==> config.mk <==
export PLATFORM = sky130hd
export DESIGN_NAME = led_source_scheduler_flat
export DESIGN_NICKNAME = d
export VERILOG_FILES = /design/src/rtl/led_pkg.sv /design/src/rtl/led_source_scheduler_if.sv /design/src/rtl/rr_arbiter.sv /design/src/rtl/led_source_scheduler.sv /design/src/flat_wrapper.sv
export SDC_FILE = /design/constraint.sdc
export NUM_CORES = 1
export LEC_CHECK = 0
export CORE_MARGIN = 8
export CORE_UTILIZATION = 43
export DETAILED_ROUTE_END_ITERATION = 7
export PLACE_DENSITY = 0.86
export SETUP_SLACK_MARGIN = 0.5
export SLEW_MARGIN = 20
export SYNTH_ARGS = -nofsm -noshare
export SYNTH_HDL_FRONTEND = slang
export SYNTH_HIERARCHICAL = 1
export SYNTH_SLANG_ARGS = --single-unit
==> constraint.sdc <==
create_clock -name clk -period 3.1 [get_ports clk]
set_clock_uncertainty 0.2 [all_clocks]
set_input_delay 0.775 -clock clk [delete_from_list [all_inputs] [get_ports clk]]
set_output_delay 0.775 -clock clk [all_outputs]
set_load 0.02 [all_outputs]
==> src/rtl/led_pkg.sv <==
// Shared types and helpers for the LED source scheduler and for any
// consumer that needs to pull the displayed field out of a source word.
package led_pkg;

    // Scheduler FSM: ARB picks a winner, SHOW holds it for the dwell period.
    typedef enum logic {
        ARB  = 1'b0,
        SHOW = 1'b1
    } state_t;

    localparam int DEFAULT_DATA_BITS = 24;
    localparam int DEFAULT_LED_BITS  = 16;

    // Widest source word the helper below can handle.
    localparam int MAX_WORD_BITS = 64;
    typedef logic [MAX_WORD_BITS-1:0] word_t;

    // Returns the top led_bits of a data_bits-wide word, right-aligned.
    // Callers cast the result down to their own LED width.
    function automatic word_t led_field(input word_t word, input int data_bits,
                                        input int led_bits);
        word_t mask;
        mask = (word_t'(1) << led_bits) - word_t'(1);
        return (word >> (data_bits - led_bits)) & mask;
    endfunction

endpackage

==> src/rtl/led_source_scheduler_if.sv <==
// Producer-side bundle: per-source valid/data in, one-hot ready back.
interface led_source_scheduler_if
    import led_pkg::*;
#(
    parameter int NUM_SRC   = 4,
    parameter int DATA_BITS = DEFAULT_DATA_BITS
);

    logic [NUM_SRC-1:0]                src_valid;
    logic [NUM_SRC-1:0][DATA_BITS-1:0] src_data;
    logic [NUM_SRC-1:0]                src_ready;

    // Producers drive words and watch for their ready bit.
    modport master (
        output src_valid,
        output src_data,
        input  src_ready
    );

    // The scheduler consumes words and issues the grant.
    modport slave (
        input  src_valid,
        input  src_data,
        output src_ready
    );

endinterface

==> src/rtl/rr_arbiter.sv <==
// Purely combinational rotating-priority arbiter: the winner is the first
// requesting index strictly after 'last', searching upward with wrap.
module rr_arbiter #(
    parameter  int N  = 4,
    localparam int IW = (N > 1) ? $clog2(N) : 1
) (
    input  logic [N-1:0]  req,
    input  logic [IW-1:0] last,
    output logic [N-1:0]  gnt,
    output logic [IW-1:0] gnt_idx,
    output logic          any
);

    // Scan from the farthest candidate back to the nearest so the nearest
    // requester after 'last' is the one left in gnt_idx.
    always_comb begin
        int idx;
        // NOTE: every output of a combinational block gets a default first so
        // no path leaves it unassigned and no latch is inferred.
        gnt_idx = '0;
        idx     = 0;
        for (int k = N; k >= 1; k--) begin
            idx = (int'(last) + k) % N;
            if (req[idx[IW-1:0]]) begin
                gnt_idx = idx[IW-1:0];
            end
        end
    end

    assign any = |req;
    assign gnt = any ? (N'(1) << gnt_idx) : '0;

endmodule

==> src/rtl/led_source_scheduler.sv <==
// Time-shares the LED bank between NUM_SRC producers. In ARB one eligible
// source is granted and its word latched onto the LEDs; SHOW then holds the
// display for DWELL_CYCLES before arbitrating again. Pin mode restricts the
// eligible set to a single source.
module led_source_scheduler
    import led_pkg::*;
#(
    parameter  int NUM_SRC      = 4,
    parameter  int DATA_BITS    = DEFAULT_DATA_BITS,
    parameter  int LED_BITS     = DEFAULT_LED_BITS,
    parameter  int DWELL_CYCLES = 2 ** 24,
    localparam int IDX_BITS     = $clog2(NUM_SRC),
    localparam int CNT_BITS     = (DWELL_CYCLES > 1) ? $clog2(DWELL_CYCLES) : 1
) (
    input  logic                  clk,
    input  logic                  rst,
    led_source_scheduler_if.slave bus,
    input  logic                  pin_en,
    input  logic [IDX_BITS-1:0]   pin_sel,
    output logic [LED_BITS-1:0]   leds,
    output logic [IDX_BITS-1:0]   active_src,
    output logic                  frame_strobe
);

    state_t               state_q;
    state_t               state_d;
    logic [CNT_BITS-1:0]  cnt_q;
    logic [IDX_BITS-1:0]  last_q;
    logic [NUM_SRC-1:0]   req;
    logic [NUM_SRC-1:0]   gnt;
    logic [IDX_BITS-1:0]  gnt_idx;
    logic                 any;
    logic                 fire;

    // Eligible set: all valid sources, or only the pinned one. An
    // out-of-range pin index leaves the set empty.
    always_comb begin
        req = bus.src_valid;
        if (pin_en) begin
            req = '0;
            if (int'(pin_sel) < NUM_SRC) begin
                req[pin_sel] = bus.src_valid[pin_sel];
            end
        end
    end

    rr_arbiter #(
        .N(NUM_SRC)
    ) u_arb (
        .req     (req),
        .last    (last_q),
        .gnt     (gnt),
        .gnt_idx (gnt_idx),
        .any     (any)
    );

    // The winner's valid is high by construction, so a grant in ARB is the
    // handshake itself.
    assign fire = (state_q == ARB) && any;

    // Ready is offered only in ARB and is held low while reset is asserted
    // so no producer sees a grant that cannot complete.
    always_comb begin
        bus.src_ready = '0;
        if (!rst && state_q == ARB) begin
            bus.src_ready = gnt;
        end
    end

    // Next-state logic: leave ARB on a grant, leave SHOW when the dwell
    // counter has run down to zero.
    always_comb begin
        state_d = state_q;
        case (state_q)
            ARB:     if (any)           state_d = SHOW;
            SHOW:    if (cnt_q == '0)   state_d = ARB;
            default:                    state_d = ARB;
        endcase
    end

    // State register.
    always_ff @(posedge clk or posedge rst) begin
        // NOTE: sequential state uses non-blocking assignments so every
        // register samples pre-edge values regardless of block ordering.
        if (rst) begin
            state_q <= ARB;
        end else begin
            state_q <= state_d;
        end
    end

    // Datapath: latch the granted word, remember the winner for rotation,
    // load and run down the dwell counter, and pulse the frame strobe.
    always_ff @(posedge clk or posedge rst) begin
        if (rst) begin
            leds         <= '0;
            active_src   <= '0;
            last_q       <= IDX_BITS'(NUM_SRC - 1);
            cnt_q        <= '0;
            frame_strobe <= 1'b0;
        end else begin
            frame_strobe <= fire;
            if (fire) begin
                leds       <= LED_BITS'(led_field(word_t'(bus.src_data[gnt_idx]),
                                                  DATA_BITS, LED_BITS));
                active_src <= gnt_idx;
                last_q     <= gnt_idx;
                cnt_q      <= CNT_BITS'(DWELL_CYCLES - 1);
            end else if (state_q == SHOW && cnt_q != '0) begin
                cnt_q <= cnt_q - CNT_BITS'(1);
            end
        end
    end

endmodule

==> src/flat_wrapper.sv <==
// flat-port wrapper written by rule: the top's interface ports become plain ports
module led_source_scheduler_flat import led_pkg::*;
#(
    parameter  int NUM_SRC      = 4,
    parameter  int DATA_BITS    = DEFAULT_DATA_BITS,
    parameter  int LED_BITS     = DEFAULT_LED_BITS,
    parameter  int DWELL_CYCLES = 2 ** 24,
    localparam int IDX_BITS     = $clog2(NUM_SRC),
    localparam int CNT_BITS     = (DWELL_CYCLES > 1) ? $clog2(DWELL_CYCLES) : 1
)
  (clk, rst, pin_en, pin_sel, leds, active_src, frame_strobe, bus_src_valid, bus_src_data, bus_src_ready);
  led_source_scheduler_if #(.NUM_SRC(NUM_SRC), .DATA_BITS(DATA_BITS)) bus_i ();
  input  logic clk;
  input  logic rst;
  input  logic pin_en;
  input  logic [IDX_BITS-1:0] pin_sel;
  output logic [LED_BITS-1:0] leds;
  output logic [IDX_BITS-1:0] active_src;
  output logic frame_strobe;
  input wire logic [$bits(bus_i.src_valid)-1:0] bus_src_valid;
  input wire logic [$bits(bus_i.src_data)-1:0] bus_src_data;
  output wire logic [$bits(bus_i.src_ready)-1:0] bus_src_ready;
  assign bus_i.src_valid = bus_src_valid;
  assign bus_i.src_data = bus_src_data;
  assign bus_src_ready = bus_i.src_ready;
  led_source_scheduler #(.NUM_SRC(NUM_SRC), .DATA_BITS(DATA_BITS), .LED_BITS(LED_BITS), .DWELL_CYCLES(DWELL_CYCLES)) u_core (.clk(clk), .rst(rst), .bus(bus_i), .pin_en(pin_en), .pin_sel(pin_sel), .leds(leds), .active_src(active_src), .frame_strobe(frame_strobe));
endmodule
## After elaboration in Yosys (flattened, before gate mapping)

Index checks and enable logic that the tools add are counted.
Widths: inputs -> output; s select.

| cells by class | value |
|---|---|
| add/subtract/negate cells | 5 |
| order comparisons | 7 |
| shifts and indexed selects | 1 |
| mux-type cells | 26 |
| bitwise logic cells | 2 |
| reduce and logical (&&, ||, !) cells | 9 |

Operators by type and width:

| kind | count |
|---|---|
| $mux 24 | 3 |
| $bmux 24 s2 | 1 |
| $logic_not 24->1 | 1 |
| $reduce_bool 24->1 | 1 |
| $sub 24x1->24 const B | 1 |
| $lt 2x3->1 const B | 6 |
| $mux 4 | 3 |
| $bmux 1 s2 | 5 |
| $mux 1 | 8 |
| $mux 2 | 4 |
| $add 2x1->2 const B | 2 |
| $add 2x2->2 const B | 2 |
| $and 4x4->4 | 1 |
| $logic_and 1x1->1 | 4 |
| $reduce_or 4->1 | 1 |
| $shl 1x2->4 const A | 1 |
| $demux 1 s2 | 1 |
| $ge 2x1->1 const B | 1 |
| $pmux 1 s2 | 1 |
| $reduce_bool 2->1 | 1 |
| $logic_not 1->1 | 1 |
| $not 1->1 | 1 |

| storage, ports and cells | value |
|---|---|
| register bits | 46 |
| input bits | 105 |
| output and inout port bits | 23 |
| word-level logic and storage cells | 56 |

## Logic depth before layout (Yosys ltp)

| logic depth | value |
|---|---|
| depth after elaboration | 15 |
| depth in mapped cells | 11 |
| depth with buffers taken out | 8 |

## Cells and area by module

The synthesis kept the hierarchy.

By module, submodules not included:

| module | times used | cells an instance | area each (µm²) |
|---|---|---|---|
| led_source_scheduler | 1 | 263 | 2,661.3 |
| rr_arbiter | 1 | 34 | 244.0 |

## Worst setup path before layout

Ideal clock, no wire load.

| timing path | value |
|---|---|
| path type | input to register |
| start | input pin_sel[0] |
| end | register u_core.leds[0] |
| library setup time | 0.117 ns |
| arrival time | 2.914 ns |
| data required time | 2.783 ns |
| setup slack | -0.131 ns |
| cell stages on the path | 9 |
| cells stage by stage | nand2b_1 a21boi_0 nor2_1 a211oi_2 clkbuf_1 clkbuf_1 mux4_2 nand2_1 nand2_1 |

| between the ends | value |
|---|---|
| cells in the longest elaborated chain, start to end | 14 |
| elaborated cells between the ends (all ways) | 25 |

RTL lines:

| element | line | source |
|---|---|---|
| start, declared | flat_wrapper.sv:16 | `input logic [IDX_BITS-1:0] pin_sel;` |
| $lt 2x3->1 (implied by the code) or $ge 2x1->1 (tied branches) | led_source_scheduler.sv:42 | `req[pin_sel] = bus.src_valid[pin_sel];` |
| $logic_and 1x1->1 (implied by the code) | led_source_scheduler.sv:42 |  |
| $mux 1 (implied by the code) | led_source_scheduler.sv:42 |  |
| $demux 1 s2 | -- |  |
| $and 4x4->4 (no source line) * | -- |  |
| $mux 4 * | led_source_scheduler.sv:39 | `if (pin_en) begin` |
| via u_core.req[2] | led_source_scheduler.sv:29 | `logic [NUM_SRC-1:0] req;` |
| $bmux 1 s2 | rr_arbiter.sv:24 | `if (req[idx[IW-1:0]]) begin` |
| $mux 1 (implied by the code) | rr_arbiter.sv:24 |  |
| $mux 2 (3 in series) | rr_arbiter.sv:24 |  |
| $mux 2 * | rr_arbiter.sv:24 |  |
| via u_core.gnt_idx[1] | led_source_scheduler.sv:31 | `logic [IDX_BITS-1:0] gnt_idx;` |
| $bmux 24 s2 * | led_source_scheduler.sv:104 | `leds <= LED_BITS'(led_field(word_t'(bus.src_data[gnt_idx]),` |
| $mux 24 (implied by the code) * | led_source_scheduler.sv:104 |  |
| end signal, assigned | led_source_scheduler.sv:104 |  |
| end, declared | led_source_scheduler.sv:20 | `output logic [LED_BITS-1:0] leds,` |

The timed path passes the listed nets; every way through them passes the cells marked *. The select of a mux whose other input is x is not followed.
A chain may end at the register's enable or synchronous reset.

## Worst setup path after layout

| timing path | value |
|---|---|
| start | input pin_sel[0] |
| end | output bus_src_ready[1] |

| between the ends | value |
|---|---|
| cells in the longest elaborated chain, start to end | 15 |
| elaborated cells between the ends (all ways) | 25 |

RTL lines:

| element | line | source |
|---|---|---|
| $lt 2x3->1 (implied by the code) or $ge 2x1->1 (tied branches) | led_source_scheduler.sv:42 |  |
| $logic_and 1x1->1 (implied by the code) | led_source_scheduler.sv:42 |  |
| $mux 1 (implied by the code) | led_source_scheduler.sv:42 |  |
| $demux 1 s2 | -- |  |
| $and 4x4->4 (no source line) * | -- |  |
| $mux 4 * | led_source_scheduler.sv:39 |  |
| via u_core.req[2] | led_source_scheduler.sv:29 |  |
| $bmux 1 s2 | rr_arbiter.sv:24 |  |
| $mux 1 (implied by the code) | rr_arbiter.sv:24 |  |
| $mux 2 (4 in series) | rr_arbiter.sv:24 |  |
| $shl 1x2->4 | rr_arbiter.sv:31 | `assign gnt = any ? (N'(1) << gnt_idx) : '0;` |
| $mux 4 * | rr_arbiter.sv:31 |  |
| via u_core.gnt[1] | led_source_scheduler.sv:30 | `logic [NUM_SRC-1:0] gnt;` |
| $mux 4 * | led_source_scheduler.sv:65 | `if (!rst && state_q == ARB) begin` |
| end, declared | flat_wrapper.sv:22 | `output wire logic [$bits(bus_i.src_ready)-1:0] bus_src_ready;` |

Marks and branches as above.

==> summary.md <==
| Metric | Value |
|---|---|
| Status | finished, final reports clean |
| Post-synth EDFFs | 0 |
| Syn Std Cell Area | 2910 um^2 |
| Hold Crit Depth | 2 |
| Syn Nets | 404 |
| Core area | 6680 um^2 |
| Min cycle time layout | 2890 ps |
| DRC | 0 |
| Layout cells sized above 1 | 23.0% |
| Max-cap violations | 0 |
| H-tree depth | 2 |
| Total gr overflow | 0 |
| VDD IR max | 0.280 mV |
| Worst Max-Slew Pin Slew | 727 ps |
| Initial antenna violation count | 0 |
| Synth-to-Final Area Change | 54.1% |
| Row Count | 30 |
| Syn avg cell area | 9.78 um^2 |
| Final Hold Viols | 0 |
| Vias/cell | 6.11 |
| Clock transition at path regs | 90 ps |
| Initial DRC count | 272 |
| Synthesized flop and latch total | 46 |
| Seq/Total Area, Yosys | 39.7% |
| Port-buffer cells | 95 |
| CTS Root Cell | clkbuf_8 |
| Longest Clk Path Bufs | 2 |
| DR vias | 3036 |
| Post-route insts no fill | 497 |
| Synth area leaders | dfrtp_1 38%, mux4_2 12%, nand2_1 8.0% |
| Fmax | 346 MHz |
| Die Wd | 98.2 um |
| Number of global-route vias before repair | 3165 |
| Global-route wire length before repair | 15500 um |
| Total Routing Usage GR | 19.9% |
| Crit end category | primary output |
| Synth cell types | 56 |
| Total power density per cell area | 466 nW/um^2 |
| Hpwl dp | 6650 um |
| Later-pin clock latency in the skew report | 300 ps |
| Worst endpoint required time | 2120 ps |
| Worst-case reg-to-reg path depth | 10 |
| CP Launch Point | pin_sel[0] |
| Worst Path Arrival | 1920 ps |
| Die Area | 9640 um^2 |
| Largest area contributor in the netlist | dfrtp_1 |
| Drt pass-1 iters | 5 |
| Ys async rst share | 100% |
| Pins Over Slew Limit | 0 |
| WL final | 10700 um |
| Hold EP | u_core/leds[0]$_DFFE_PP0P_ |
| Warning count from the yosys run | 6 |
| Hold Path Class | reg -> reg |
| Worst Setup Start Kind | primary input |
| Cts bufs inserted | 5 |
| Hold path startpoint | u_core/leds[0]$_DFFE_PP0P_ |
| Top cell type's share of synthesized area | 37.9% |
| Final Setup Violations | 0 |
| Final Wtd Congestion | 0.800 |
| CTS sink count | 46 |
| Worst R2R End | u_core/leds[8]$_DFFE_PP0P_ |
| # diodes | 0 |
| Initial Utilization | 43.5% |
| Die Ht | 98.2 um |
| Period utilization | 93.4% |
| Largest net degree at the start of global routing | 29 |
| Setup slack, reg-to-reg | 450 ps |
| Static leakage | 1.85 nW |
| Syn Inst Count | 297 |
| WHS | 293 ps |
| Cells after DPL | 474 |
| Fin nets | 523 |
| CTS tree | done |
| Unrepaired setup endpoints after global routing | true |
| Reg-to-Reg Start | u_core/last_q[1]$_DFFE_PP1P_ |
| Ys flop type | dfrtp_1 |
| I/O Pins | 128 |
| Slew HR | 51.2% |
| Critical path peak fanout | 4 |
| Number of nets still failing antenna checks after routing | 0 |
| Crit Path Category | in -> out |
| Drt wl/cell | 21.4 um |
==> state kept, by name, summed over array words and instances, names as in the netlist <==
signal,count
u_core/state_q,1
u_core/active_src,2
u_core/last_q,2
u_core/cnt_q,24
u_core/frame_strobe,1
u_core/leds,16
==> area by class of cell <==
class                           instances  area, um^2
Fill cell                             433        2200
Multi-Input combinational cell        225        1720
Timing Repair Buffer                  132        1390
Sequential cell                        46        1150
Tap cell                               80         100
Clock buffer                            7        86.3
Inverter                                6        22.5
Clock inverter                          1        8.76
==> metrics by stage <==
stage	instance area, um^2	TNS, ps	total power, mW	utilization [%]	setup slack (ps)
3_3_place_gp	4100	-6550	1.49	61.4	-608
4_1_cts	4330	0	1.98	64.8	249
6_report	4480	0	2.08	67.0	206
5_1_grt	4480	0	2.18	67.0	161
3_5_place_dp	4100	-8300	1.54	61.4	-673
2_1_floorplan	2950	0	1.22	-	301
==> cell usage after synthesis, drive strengths merged (2+ instances only) <==
| master | count |
|---|---|
| a2111oi | 3 |
| a211oi | 4 |
| a21boi | 4 |
| a21oi | 5 |
| a31oi | 4 |
| and2 | 10 |
| and2b | 2 |
| and3 | 4 |
| and4 | 4 |
| buf | 11 |
| clkbuf | 9 |
| dfrtp | 44 |
| dfstp | 2 |
| ha | 2 |
| inv | 6 |
| mux2i | 15 |
| mux4 | 16 |
| nand2 | 62 |
| nand2b | 5 |
| nand3 | 3 |
| nand4 | 2 |
| nor2 | 26 |
| nor3 | 4 |
| nor4 | 10 |
| o211ai | 5 |
| o21a | 3 |
| o21ai | 10 |
| o21bai | 2 |
| or3 | 2 |
| or4 | 4 |
==> kinds of logic (layout without fill, tap and decap cells) <==
group	count (synthesis)	count (layout)	synth area share, %
buffers and inverters	26	146	4.39
AOI/OAI and AO/OA	49	49	13.0
muxes	31	31	17.6
and+or+nand+nor	143	143	24.4
DFF	46	46	39.7
adders and majority gates	2	2	0.861
==> worst max-delay path, cell delays in order <==
cell	delay [ps]
buf_8	100
nand2b_4	140
a21boi_4	220
a2bb2oi_2	160
o22ai_1	110
and2_1	160
and2_4	140
buf_6	120
==> repair_timing <==
action / CTS / global route
setup buffers: 7 / 4
hold buffers: 0 / 0
pin swaps: 14 / 7
cloned: 1 / 3
endpoints found under the setup margin: 40 / 25
endpoints found under the hold margin: 0 / 0
gates resized for setup: 59 / 15
==> how the worst max path moves through the flow <==
| stage | to | slack, ps | cells past startpoint |
|---|---|---|---|
| after global placement | bus_src_ready[0] | -610 | 9 |
| after global routing | u_core/leds[8]$_DFFE_PP0P_ | 160 | 13 |
| after CTS | bus_src_ready[0] | 250 | 8 |
| after floorplan | u_core/leds[0]$_DFFE_PP0P_ | 300 | 11 |
| final | bus_src_ready[1] | 210 | 8 |
| after detailed placement | bus_src_ready[0] | -670 | 9 |
==> power breakdown <==
part / total (mW) / leakage [nW] / internal (mW) / switching, mW
clock: 0.404 / 0.0489 / 0.185 / 0.219
sequential: 0.854 / 0.499 / 0.715 / 0.139
combinational: 0.827 / 1.30 / 0.460 / 0.367
==> metal layers <==
metal  part of all wire, %  vias to the layer above  wire length, um  GRT usage (%)
li1                      -                     1319                -              -
met1                    34                     1482             3660           20.6
met2                    53                      195             5600           37.0
met3                   9.0                       40              960           6.47
met4                   4.1                        0              435           6.73
met5                     0                        -                0              0
==> layout by cell type, fill, tap and decap left out, types with 4 or more instances in the layout <==
cell,n
o21ai_0,6
dfrtp_1,44
nor3_1,4
buf_6,13
clkbuf_16,4
nor2_1,24
nor4_1,10
and4_1,4
clkdlybuf4s50_1,84
mux4_2,16
nand2_1,61
a31oi_1,4
buf_12,4
and2_1,7
and3_1,4
buf_4,21
mux2i_1,15
clkbuf_8,6
o211ai_1,5
inv_1,4
(Power assumes the default switching activity.)
